<file path="src/rtl/difftest_veccsr_arbiter_pkg.sv">
// Shared types and constants for the vector-CSR difftest arbiter.
// A snapshot is seven 64-bit CSR fields plus the originating core id.
package difftest_veccsr_pkg;

   localparam int FIELD_W  = 64;
   localparam int SNAP_W   = 448;
   localparam int COREID_W = 8;

   localparam int OFF_VLENB  = 0;
   localparam int OFF_VTYPE  = 64;
   localparam int OFF_VL     = 128;
   localparam int OFF_VCSR   = 192;
   localparam int OFF_VXRM   = 256;
   localparam int OFF_VXSAT  = 320;
   localparam int OFF_VSTART = 384;

   typedef struct packed {
      logic [FIELD_W-1:0]  vstart;
      logic [FIELD_W-1:0]  vxsat;
      logic [FIELD_W-1:0]  vxrm;
      logic [FIELD_W-1:0]  vcsr;
      logic [FIELD_W-1:0]  vl;
      logic [FIELD_W-1:0]  vtype;
      logic [FIELD_W-1:0]  vlenb;
      logic [COREID_W-1:0] coreid;
   } veccsr_snap_t;

   function automatic veccsr_snap_t unpack_snap(input logic [SNAP_W-1:0] raw,
                                                input logic [COREID_W-1:0] coreid);
      veccsr_snap_t s;
      s.vstart = raw[OFF_VSTART +: FIELD_W];
      s.vxsat  = raw[OFF_VXSAT  +: FIELD_W];
      s.vxrm   = raw[OFF_VXRM   +: FIELD_W];
      s.vcsr   = raw[OFF_VCSR   +: FIELD_W];
      s.vl     = raw[OFF_VL     +: FIELD_W];
      s.vtype  = raw[OFF_VTYPE  +: FIELD_W];
      s.vlenb  = raw[OFF_VLENB  +: FIELD_W];
      s.coreid = coreid;
      return s;
   endfunction

endpackage

</file>
<file path="src/rtl/difftest_veccsr_arbiter_if.sv">
// Requester-side push buses plus the sink-side snapshot port of the arbiter.
// master = commit logic / sink environment, slave = the arbiter itself.
interface difftest_veccsr_arbiter_if #(parameter int NCORE = 2);
   import difftest_veccsr_pkg::*;

   localparam int SRC_W = (NCORE > 1) ? $clog2(NCORE) : 1;

   logic [NCORE-1:0]          in_valid;
   logic [NCORE-1:0]          in_ready;
   logic [NCORE*SNAP_W-1:0]   in_snap;
   logic [NCORE*COREID_W-1:0] in_coreid;
   logic                      pause;

   logic                      out_enable;
   logic [FIELD_W-1:0]        out_vstart;
   logic [FIELD_W-1:0]        out_vxsat;
   logic [FIELD_W-1:0]        out_vxrm;
   logic [FIELD_W-1:0]        out_vcsr;
   logic [FIELD_W-1:0]        out_vl;
   logic [FIELD_W-1:0]        out_vtype;
   logic [FIELD_W-1:0]        out_vlenb;
   logic [COREID_W-1:0]       out_coreid;
   logic [SRC_W-1:0]          out_src;

   modport master (
      output in_valid, in_snap, in_coreid, pause,
      input  in_ready,
      input  out_enable, out_vstart, out_vxsat, out_vxrm, out_vcsr,
      input  out_vl, out_vtype, out_vlenb, out_coreid, out_src
   );

   modport slave (
      input  in_valid, in_snap, in_coreid, pause,
      output in_ready,
      output out_enable, out_vstart, out_vxsat, out_vxrm, out_vcsr,
      output out_vl, out_vtype, out_vlenb, out_coreid, out_src
   );

endinterface

</file>
<file path="src/rtl/difftest_veccsr_arbiter_fifo.sv">
// Per-requester snapshot FIFO with registered occupancy; push and pop may
// coincide, and full/empty decode from registers only.
module difftest_veccsr_fifo
   import difftest_veccsr_pkg::*;
#(
   parameter int DEPTH = 2
) (
   input  logic         clock,
   input  logic         reset,
   input  logic         push,
   input  logic         pop,
   input  veccsr_snap_t push_data,
   output veccsr_snap_t head,
   output logic         full,
   output logic         empty
);

   localparam int AW = (DEPTH > 1) ? $clog2(DEPTH) : 1;

   veccsr_snap_t    mem_r [DEPTH];
   logic [AW-1:0]   wr_ptr_r;
   logic [AW-1:0]   rd_ptr_r;
   logic [AW:0]     count_r;
   logic            do_push_s;
   logic            do_pop_s;

   assign full      = (count_r == (AW+1)'(DEPTH));
   assign empty     = (count_r == (AW+1)'(0));
   assign do_push_s = push & ~full;
   assign do_pop_s  = pop & ~empty;
   assign head      = mem_r[rd_ptr_r];

   // Storage write; slot contents only matter once count_r covers them.
   always_ff @(posedge clock) begin
      if (do_push_s) begin
         mem_r[wr_ptr_r] <= push_data;
      end
   end

   // Pointers and occupancy; reset empties the FIFO and drops its contents.
   always_ff @(posedge clock or negedge reset) begin
      if (!reset) begin
         wr_ptr_r <= AW'(0);
         rd_ptr_r <= AW'(0);
         count_r  <= (AW+1)'(0);
      end else begin
         if (do_push_s) begin
            wr_ptr_r <= wr_ptr_r + AW'(1);
         end
         if (do_pop_s) begin
            rd_ptr_r <= rd_ptr_r + AW'(1);
         end
         case ({do_push_s, do_pop_s})
            2'b10:   count_r <= count_r + (AW+1)'(1);
            2'b01:   count_r <= count_r - (AW+1)'(1);
            default: count_r <= count_r;
         endcase
      end
   end

endmodule

</file>
<file path="src/rtl/difftest_veccsr_arbiter.sv">
// Round-robin arbiter sharing one vector-CSR difftest sink between NCORE
// commit-side requesters, one registered delivery per cycle.
module difftest_veccsr_arbiter
   import difftest_veccsr_pkg::*;
#(
   parameter int NCORE = 2,
   parameter int DEPTH = 2
) (
   input logic                      clock,
   input logic                      reset,
   difftest_veccsr_arbiter_if.slave bus
);

   localparam int SRC_W = (NCORE > 1) ? $clog2(NCORE) : 1;

   logic [NCORE-1:0] full_s;
   logic [NCORE-1:0] empty_s;
   logic [NCORE-1:0] req_s;
   logic [NCORE-1:0] pop_s;
   logic             any_req_s;
   logic [SRC_W-1:0] win_s;
   logic [SRC_W-1:0] rr_next_s;
   logic [SRC_W-1:0] rr_r;
   logic [SRC_W-1:0] src_r;
   logic             enable_r;
   veccsr_snap_t     head_s [NCORE];
   veccsr_snap_t     win_head_s;
   veccsr_snap_t     out_r;

   for (genvar g = 0; g < NCORE; g++) begin : g_req
      veccsr_snap_t push_data_s;

      assign push_data_s = unpack_snap(bus.in_snap[g*SNAP_W +: SNAP_W],
                                       bus.in_coreid[g*COREID_W +: COREID_W]);

      difftest_veccsr_fifo #(.DEPTH(DEPTH)) u_fifo (
         .clock     (clock),
         .reset     (reset),
         .push      (bus.in_valid[g]),
         .pop       (pop_s[g]),
         .push_data (push_data_s),
         .head      (head_s[g]),
         .full      (full_s[g]),
         .empty     (empty_s[g])
      );
   end

   assign bus.in_ready = ~full_s;

   // Winner search: first non-empty requester at or after rr_r, wrapping.
   always_comb begin : p_arb
      logic             found_v;
      logic [SRC_W:0]   sum_v;
      logic [SRC_W-1:0] idx_v;
      req_s     = ~empty_s & {NCORE{~bus.pause}};
      any_req_s = |req_s;
      found_v   = 1'b0;
      sum_v     = (SRC_W+1)'(0);
      idx_v     = SRC_W'(0);
      win_s     = SRC_W'(0);
      pop_s     = NCORE'(0);
      for (int k = 0; k < NCORE; k++) begin
         sum_v = {1'b0, rr_r} + (SRC_W+1)'(k);
         if (sum_v >= (SRC_W+1)'(NCORE)) begin
            sum_v = sum_v - (SRC_W+1)'(NCORE);
         end else begin
            sum_v = sum_v;
         end
         idx_v = sum_v[SRC_W-1:0];
         if (!found_v && req_s[idx_v]) begin
            found_v = 1'b1;
            win_s   = idx_v;
         end else begin
            found_v = found_v;
         end
      end
      if (found_v) begin
         pop_s[win_s] = 1'b1;
      end else begin
         pop_s = NCORE'(0);
      end
      rr_next_s = (win_s == SRC_W'(NCORE - 1)) ? SRC_W'(0) : win_s + SRC_W'(1);
   end

   // Head mux driven by the one-hot pop vector.
   always_comb begin
      win_head_s = head_s[0];
      for (int i = 0; i < NCORE; i++) begin
         win_head_s = pop_s[i] ? head_s[i] : win_head_s;
      end
   end

   // Output registers and round-robin pointer; data holds when nothing pops.
   always_ff @(posedge clock or negedge reset) begin
      if (!reset) begin
         enable_r <= 1'b0;
         out_r    <= '0;
         src_r    <= SRC_W'(0);
         rr_r     <= SRC_W'(0);
      end else if (any_req_s) begin
         enable_r <= 1'b1;
         out_r    <= win_head_s;
         src_r    <= win_s;
         rr_r     <= rr_next_s;
      end else begin
         enable_r <= 1'b0;
      end
   end

   assign bus.out_enable = enable_r;
   assign bus.out_vstart = out_r.vstart;
   assign bus.out_vxsat  = out_r.vxsat;
   assign bus.out_vxrm   = out_r.vxrm;
   assign bus.out_vcsr   = out_r.vcsr;
   assign bus.out_vl     = out_r.vl;
   assign bus.out_vtype  = out_r.vtype;
   assign bus.out_vlenb  = out_r.vlenb;
   assign bus.out_coreid = out_r.coreid;
   assign bus.out_src    = src_r;

endmodule

</file>
<file path="src/flat_wrapper.sv">
// flat-port wrapper written by rule: the top's interface ports become plain ports
module difftest_veccsr_arbiter_flat import difftest_veccsr_pkg::*;
#(
   parameter int NCORE = 2,
   parameter int DEPTH = 2
)
  (clock, reset, bus_in_valid, bus_in_snap, bus_in_coreid, bus_pause, bus_in_ready, bus_out_enable, bus_out_vstart, bus_out_vxsat, bus_out_vxrm, bus_out_vcsr, bus_out_vl, bus_out_vtype, bus_out_vlenb, bus_out_coreid, bus_out_src);
  difftest_veccsr_arbiter_if #(.NCORE(NCORE)) bus_i ();
  input logic clock;
  input logic reset;
  input wire logic [$bits(bus_i.in_valid)-1:0] bus_in_valid;
  input wire logic [$bits(bus_i.in_snap)-1:0] bus_in_snap;
  input wire logic [$bits(bus_i.in_coreid)-1:0] bus_in_coreid;
  input wire logic [$bits(bus_i.pause)-1:0] bus_pause;
  output wire logic [$bits(bus_i.in_ready)-1:0] bus_in_ready;
  output wire logic [$bits(bus_i.out_enable)-1:0] bus_out_enable;
  output wire logic [$bits(bus_i.out_vstart)-1:0] bus_out_vstart;
  output wire logic [$bits(bus_i.out_vxsat)-1:0] bus_out_vxsat;
  output wire logic [$bits(bus_i.out_vxrm)-1:0] bus_out_vxrm;
  output wire logic [$bits(bus_i.out_vcsr)-1:0] bus_out_vcsr;
  output wire logic [$bits(bus_i.out_vl)-1:0] bus_out_vl;
  output wire logic [$bits(bus_i.out_vtype)-1:0] bus_out_vtype;
  output wire logic [$bits(bus_i.out_vlenb)-1:0] bus_out_vlenb;
  output wire logic [$bits(bus_i.out_coreid)-1:0] bus_out_coreid;
  output wire logic [$bits(bus_i.out_src)-1:0] bus_out_src;
  assign bus_i.in_valid = bus_in_valid;
  assign bus_i.in_snap = bus_in_snap;
  assign bus_i.in_coreid = bus_in_coreid;
  assign bus_i.pause = bus_pause;
  assign bus_in_ready = bus_i.in_ready;
  assign bus_out_enable = bus_i.out_enable;
  assign bus_out_vstart = bus_i.out_vstart;
  assign bus_out_vxsat = bus_i.out_vxsat;
  assign bus_out_vxrm = bus_i.out_vxrm;
  assign bus_out_vcsr = bus_i.out_vcsr;
  assign bus_out_vl = bus_i.out_vl;
  assign bus_out_vtype = bus_i.out_vtype;
  assign bus_out_vlenb = bus_i.out_vlenb;
  assign bus_out_coreid = bus_i.out_coreid;
  assign bus_out_src = bus_i.out_src;
  difftest_veccsr_arbiter #(.NCORE(NCORE), .DEPTH(DEPTH)) u_core (.clock(clock), .reset(reset), .bus(bus_i));
endmodule
</file>
<file path="config.mk">
export PLATFORM = sky130hd
export DESIGN_NAME = difftest_veccsr_arbiter_flat
export DESIGN_NICKNAME = d
export VERILOG_FILES = /design/src/rtl/difftest_veccsr_arbiter_pkg.sv /design/src/rtl/difftest_veccsr_arbiter_if.sv /design/src/rtl/difftest_veccsr_arbiter_fifo.sv /design/src/rtl/difftest_veccsr_arbiter.sv /design/src/flat_wrapper.sv
export SDC_FILE = /design/constraint.sdc
export NUM_CORES = 2
export LEC_CHECK = 0
export BUFFER_PORTS_ARGS = -buffer_cell sky130_fd_sc_hd__buf_2
export CAP_MARGIN = 20
export CELL_PAD_IN_SITES_DETAIL_PLACEMENT = 1
export CELL_PAD_IN_SITES_GLOBAL_PLACEMENT = 1
export CORE_AREA = 5 5 534 536
export CTS_CLUSTER_DIAMETER = 50
export DETAILED_ROUTE_END_ITERATION = 8
export DIE_AREA = 0 0 539 541
export PLACE_DENSITY_LB_ADDON = 0.1
export SETUP_SLACK_MARGIN = 0.3
export SLEW_MARGIN = 40
export SYNTH_ARGS = -nofsm -noshare
export SYNTH_HDL_FRONTEND = slang
export SYNTH_HIERARCHICAL = 1
export SYNTH_SLANG_ARGS = --single-unit
</file>
<file path="constraint.sdc">
create_clock -name clock -period 27.4 [get_ports clock]
set_input_delay 2.74 -clock clock [delete_from_list [all_inputs] [get_ports clock]]
set_output_delay 2.74 -clock clock [all_outputs]
set_load 0.05 [all_outputs]
</file>
==> results.json <==
{
  "fin_skew_ns": 0.0706,
  "track_usage_pct": 22.7,
  "max-cap-violations": 0,
  "whs_ns": 0.519,
  "wirelength_mm": 343,
  "grt_overflow_total": 0,
  "grt_setup_unrepaired": "no",
  "antenna_found_initial": 350,
  "port_buffers": 1376,
  "cellLeakagePower_nw": 43.9,
  "rows": 195,
  "core_um2": 280000,
  "power.total_w": 0.0154,
  "post_drt_wl_per_cell_um": 31.2,
  "switching_share_pct": 39.1,
  "seq_area_frac_synth_pct": 69.6,
  "ir_drop_uv": 82.2,
  "fin_crit_sh_pct": 22.1,
  "synth_edf_count": 1824,
  "combPwrFrac_pct": 38.5,
  "worst_pin_slew_ns": 0.932,
  "drcViolationCount": 0,
  "die_y_um": 541,
  "synth_mux_area_share_pct": 14.1,
  "drive_above_1_share_pct": 46.5,
  "startpoint": "bus_in_valid[0]",
  "finalSetupViolations": 0,
  "worstReg2RegStart": "u_core/g_req[0].u_fifo/count_r[0]",
  "ys_ff_latch": 2291,
  "critPathKind": "primary input to flop",
  "p_int_w": 0.00940,
  "report.final.slew_viol_count": 0,
  "fin_tns_setup_ns": 0,
  "worst_ep_arrival_time_ns": 6.56,
  "dieArea_um2": 292000,
  "final_core_util_pct": 41.8,
  "area_growth_pct": 22.5,
  "place_ws_ns": 20.16,
  "p_sw_w": 0.00603,
  "hp-start": "u_core/g_req[0].u_fifo/count_r[1]",
  "status": "completed",
  "hold_buffers": 0,
  "cts.sinks": 2291,
  "yosys_warnings": 6,
  "hp-class": "flop to flop",
  "period_needed_ns": 6.06,
  "relSlewSlack_pct": 37.9,
  "fin_ws_ns": 21.34,
  "pwr-share-seq_pct": 34.3,
  "io-pin-count": 1377,
  "drt-initial-drc-count": 3516,
  "clk_pin_slew_ns": 0.05,
  "postCtsSetupRepairBufs": 0,
  "routabilityCongestion": 0.802,
  "start_util_pct": 34.1,
  "ys.flop_type": "edfxtp_1",
  "clock_latency_ns": 0.91,
  "grt_max_degree": 160,
  "htreeDepth": 5,
  "hpwl_mm": 222,
  "nFillCells": 27700,
  "seq_area_um2": 66500,
  "clock_path_buffers": 4,
  "firstDrtPassIters": 7,
  "async_flop_share_pct": 20.4,
  "grt_pass1_vias": 60600,
  "clock_power_share_pct": 27.3,
  "powerDensity_nw_per_um2": 132,
  "synth_xor_area_share_pct": 0.0917,
  "num_vias": 57200,
  "cts_root_buf": "clkbuf_16",
  "synthCells": 5524,
  "synth_compound_area_share_pct": 5.75,
  "syn-num-nets": 6443,
  "grt_pass1_wl_mm": 476,
  "synthAdderAreaFrac_pct": 0.0262,
  "min_path_cells": 1,
  "fmax_ghz": 0.165,
  "hold_violations": 0,
  "yosysUniqueCellTypes": 29,
  "rr_worst_depth": 8,
  "required_ns": 27.90,
  "nNetsFinal": 7806,
  "post_synth.cell_area_avg_um2": 17.3,
  "avgViaCountPerCell": 5.20,
  "synth_top_family_by_area": "multiplexers",
  "cts_tree": "yes",
  "cts_resized": 0,
  "crit_path_start_kind": "primary input",
  "cts_buffers": 318,
  "die_w_um": 539,
  "ant_nets": 0,
  "end_kind": "flop",
  "syn_area_um2": 95500,
  "multiInputGateArea_um2": 26100,
  "synth-simple-area-share_pct": 7.28,
  "path_max_fanout": 51
}
==> layout by cell type, fill, tap and decap left out, types with 4 or more instances in the layout <==
master	netlist	final
diode_2	0	94
clkinv_16	0	10
a211oi_2	412	412
nor2_4	0	4
clkbuf_1	245	77
nor2_1	466	462
buf_6	106	35
nor3_1	456	455
xnor2_1	6	6
clkinv_1	0	18
edfxtp_1	1824	1824
clkinv_4	0	17
mux2_2	52	52
clkinv_8	0	7
clkbuf_16	0	319
buf_12	6	28
dfrtp_1	467	465
buf_4	11	45
nor4_1	456	455
inv_16	0	10
mux2_4	860	860
buf_2	66	1374
clkbuf_8	0	27
buf_16	0	16
a211oi_1	44	44
inv_1	5	5
bufinv_16	0	32
clkinv_2	1	35
clkinvlp_4	0	22
xor2_1	4	4
inv_6	0	12
==> path summary, 6_finish.rpt <==
kind                                                        end  slack, ns
hold reg to reg               u_core/g_req[0].u_fifo/count_r[1]       0.52
min in group asynchronous               u_core/bus.out_vcsr[29]       1.80
max in group asynchronous       u_core/g_req[0].u_fifo/rd_ptr_r      22.99
setup / recovery           u_core/g_req[0].u_fifo/mem_r[0][252]      21.34
setup reg to reg           u_core/g_req[0].u_fifo/mem_r[0][252]      22.80
hold / removal                u_core/g_req[0].u_fifo/count_r[1]       0.52
==> Yosys cell counts, drive strengths merged (2+ instances only) <==
cell type	number	area, µm²
buf	212	2060
xor2	4	35.0
nor4	456	2850
edfxtp	1824	54800
inv	5	18.8
mux2	912	13500
and3	2	12.5
dfrtp	467	11700
clkbuf	245	920
a211oi	456	5490
nand2b	2	12.5
ha	2	25.0
xnor2	6	52.6
nand2	2	7.51
nor2	466	1750
nor2b	2	12.5
nor3	456	2280
==> layout make-up <==
type                       instances  share of cell area [%]
sequential                      2291                    56.8
timing repair buffer            1500                    7.38
multi-input combinational       2770                    22.3
clock buffer                     423                    7.38
antenna                           94                   0.201
clock inverter                   163                    1.90
tap                             3743                    4.00
inverter                           6                  0.0331
==> per-stage QoR <==
step / std cells / area [µm²]
2_1_floorplan: 5524 / 95500
3_5_place_dp: 10300 / 106000
4_1_cts: 10900 / 116000
5_1_grt: 10900 / 117000
3_3_place_gp: 10300 / 105000
6_report: 11000 / 117000
==> state kept, by name, indices dropped and copies added (netlist names), 4 cells and up <==
name and cells:
u_core/g_req.u_fifo/mem_r 1824, u_core/bus.out_vstart 64, u_core/bus.out_vcsr 64, u_core/bus.out_vxsat 64, u_core/bus.out_vxrm 64, u_core/bus.out_vlenb 64
u_core/g_req.u_fifo/count_r 4, u_core/bus.out_vtype 64, u_core/bus.out_coreid 8, u_core/bus.out_vl 64
==> metal layers <==
layer | vias to the layer above | global-route usage [%] | part of all wire, %
met5 | - | 0 | 0.32
met2 | 2081 | 37.0 | 47
met3 | 842 | 8.47 | 8.8
li1 | 24500 | - | -
met1 | 29600 | 27.5 | 40
met4 | 174 | 8.17 | 3.9
==> power groups by stage <==
stage	clock network (W)	logic [W]	registers, W
after global placement	0	0.00590	0.00534
after detailed placement	0	0.00601	0.00536
after floorplan	0	0.00308	0.00689
after CTS	0.00431	0.00602	0.00531
final	0.00421	0.00593	0.00529
after global routing	0.00448	0.00623	0.00537
==> kinds of logic after synthesis <==
logic type | count (synthesis)
adders and majority gates | 2
buffers and inverters | 463
AOI/OAI and AO/OA | 457
muxes | 912
DFF | 2291
and+or+nand+nor | 1389
xor gates and xnor gates | 10
==> critical path, stage by stage <==
cell and delay (ns):
buf_2 0.17, nand2_1 0.16, nor2_4 0.47, buf_16 0.22
buf_4 0.63, buf_6 0.61, buf_4 0.74, buf_6 0.58
No activity file was read; power rests on OpenSTA's default activity.
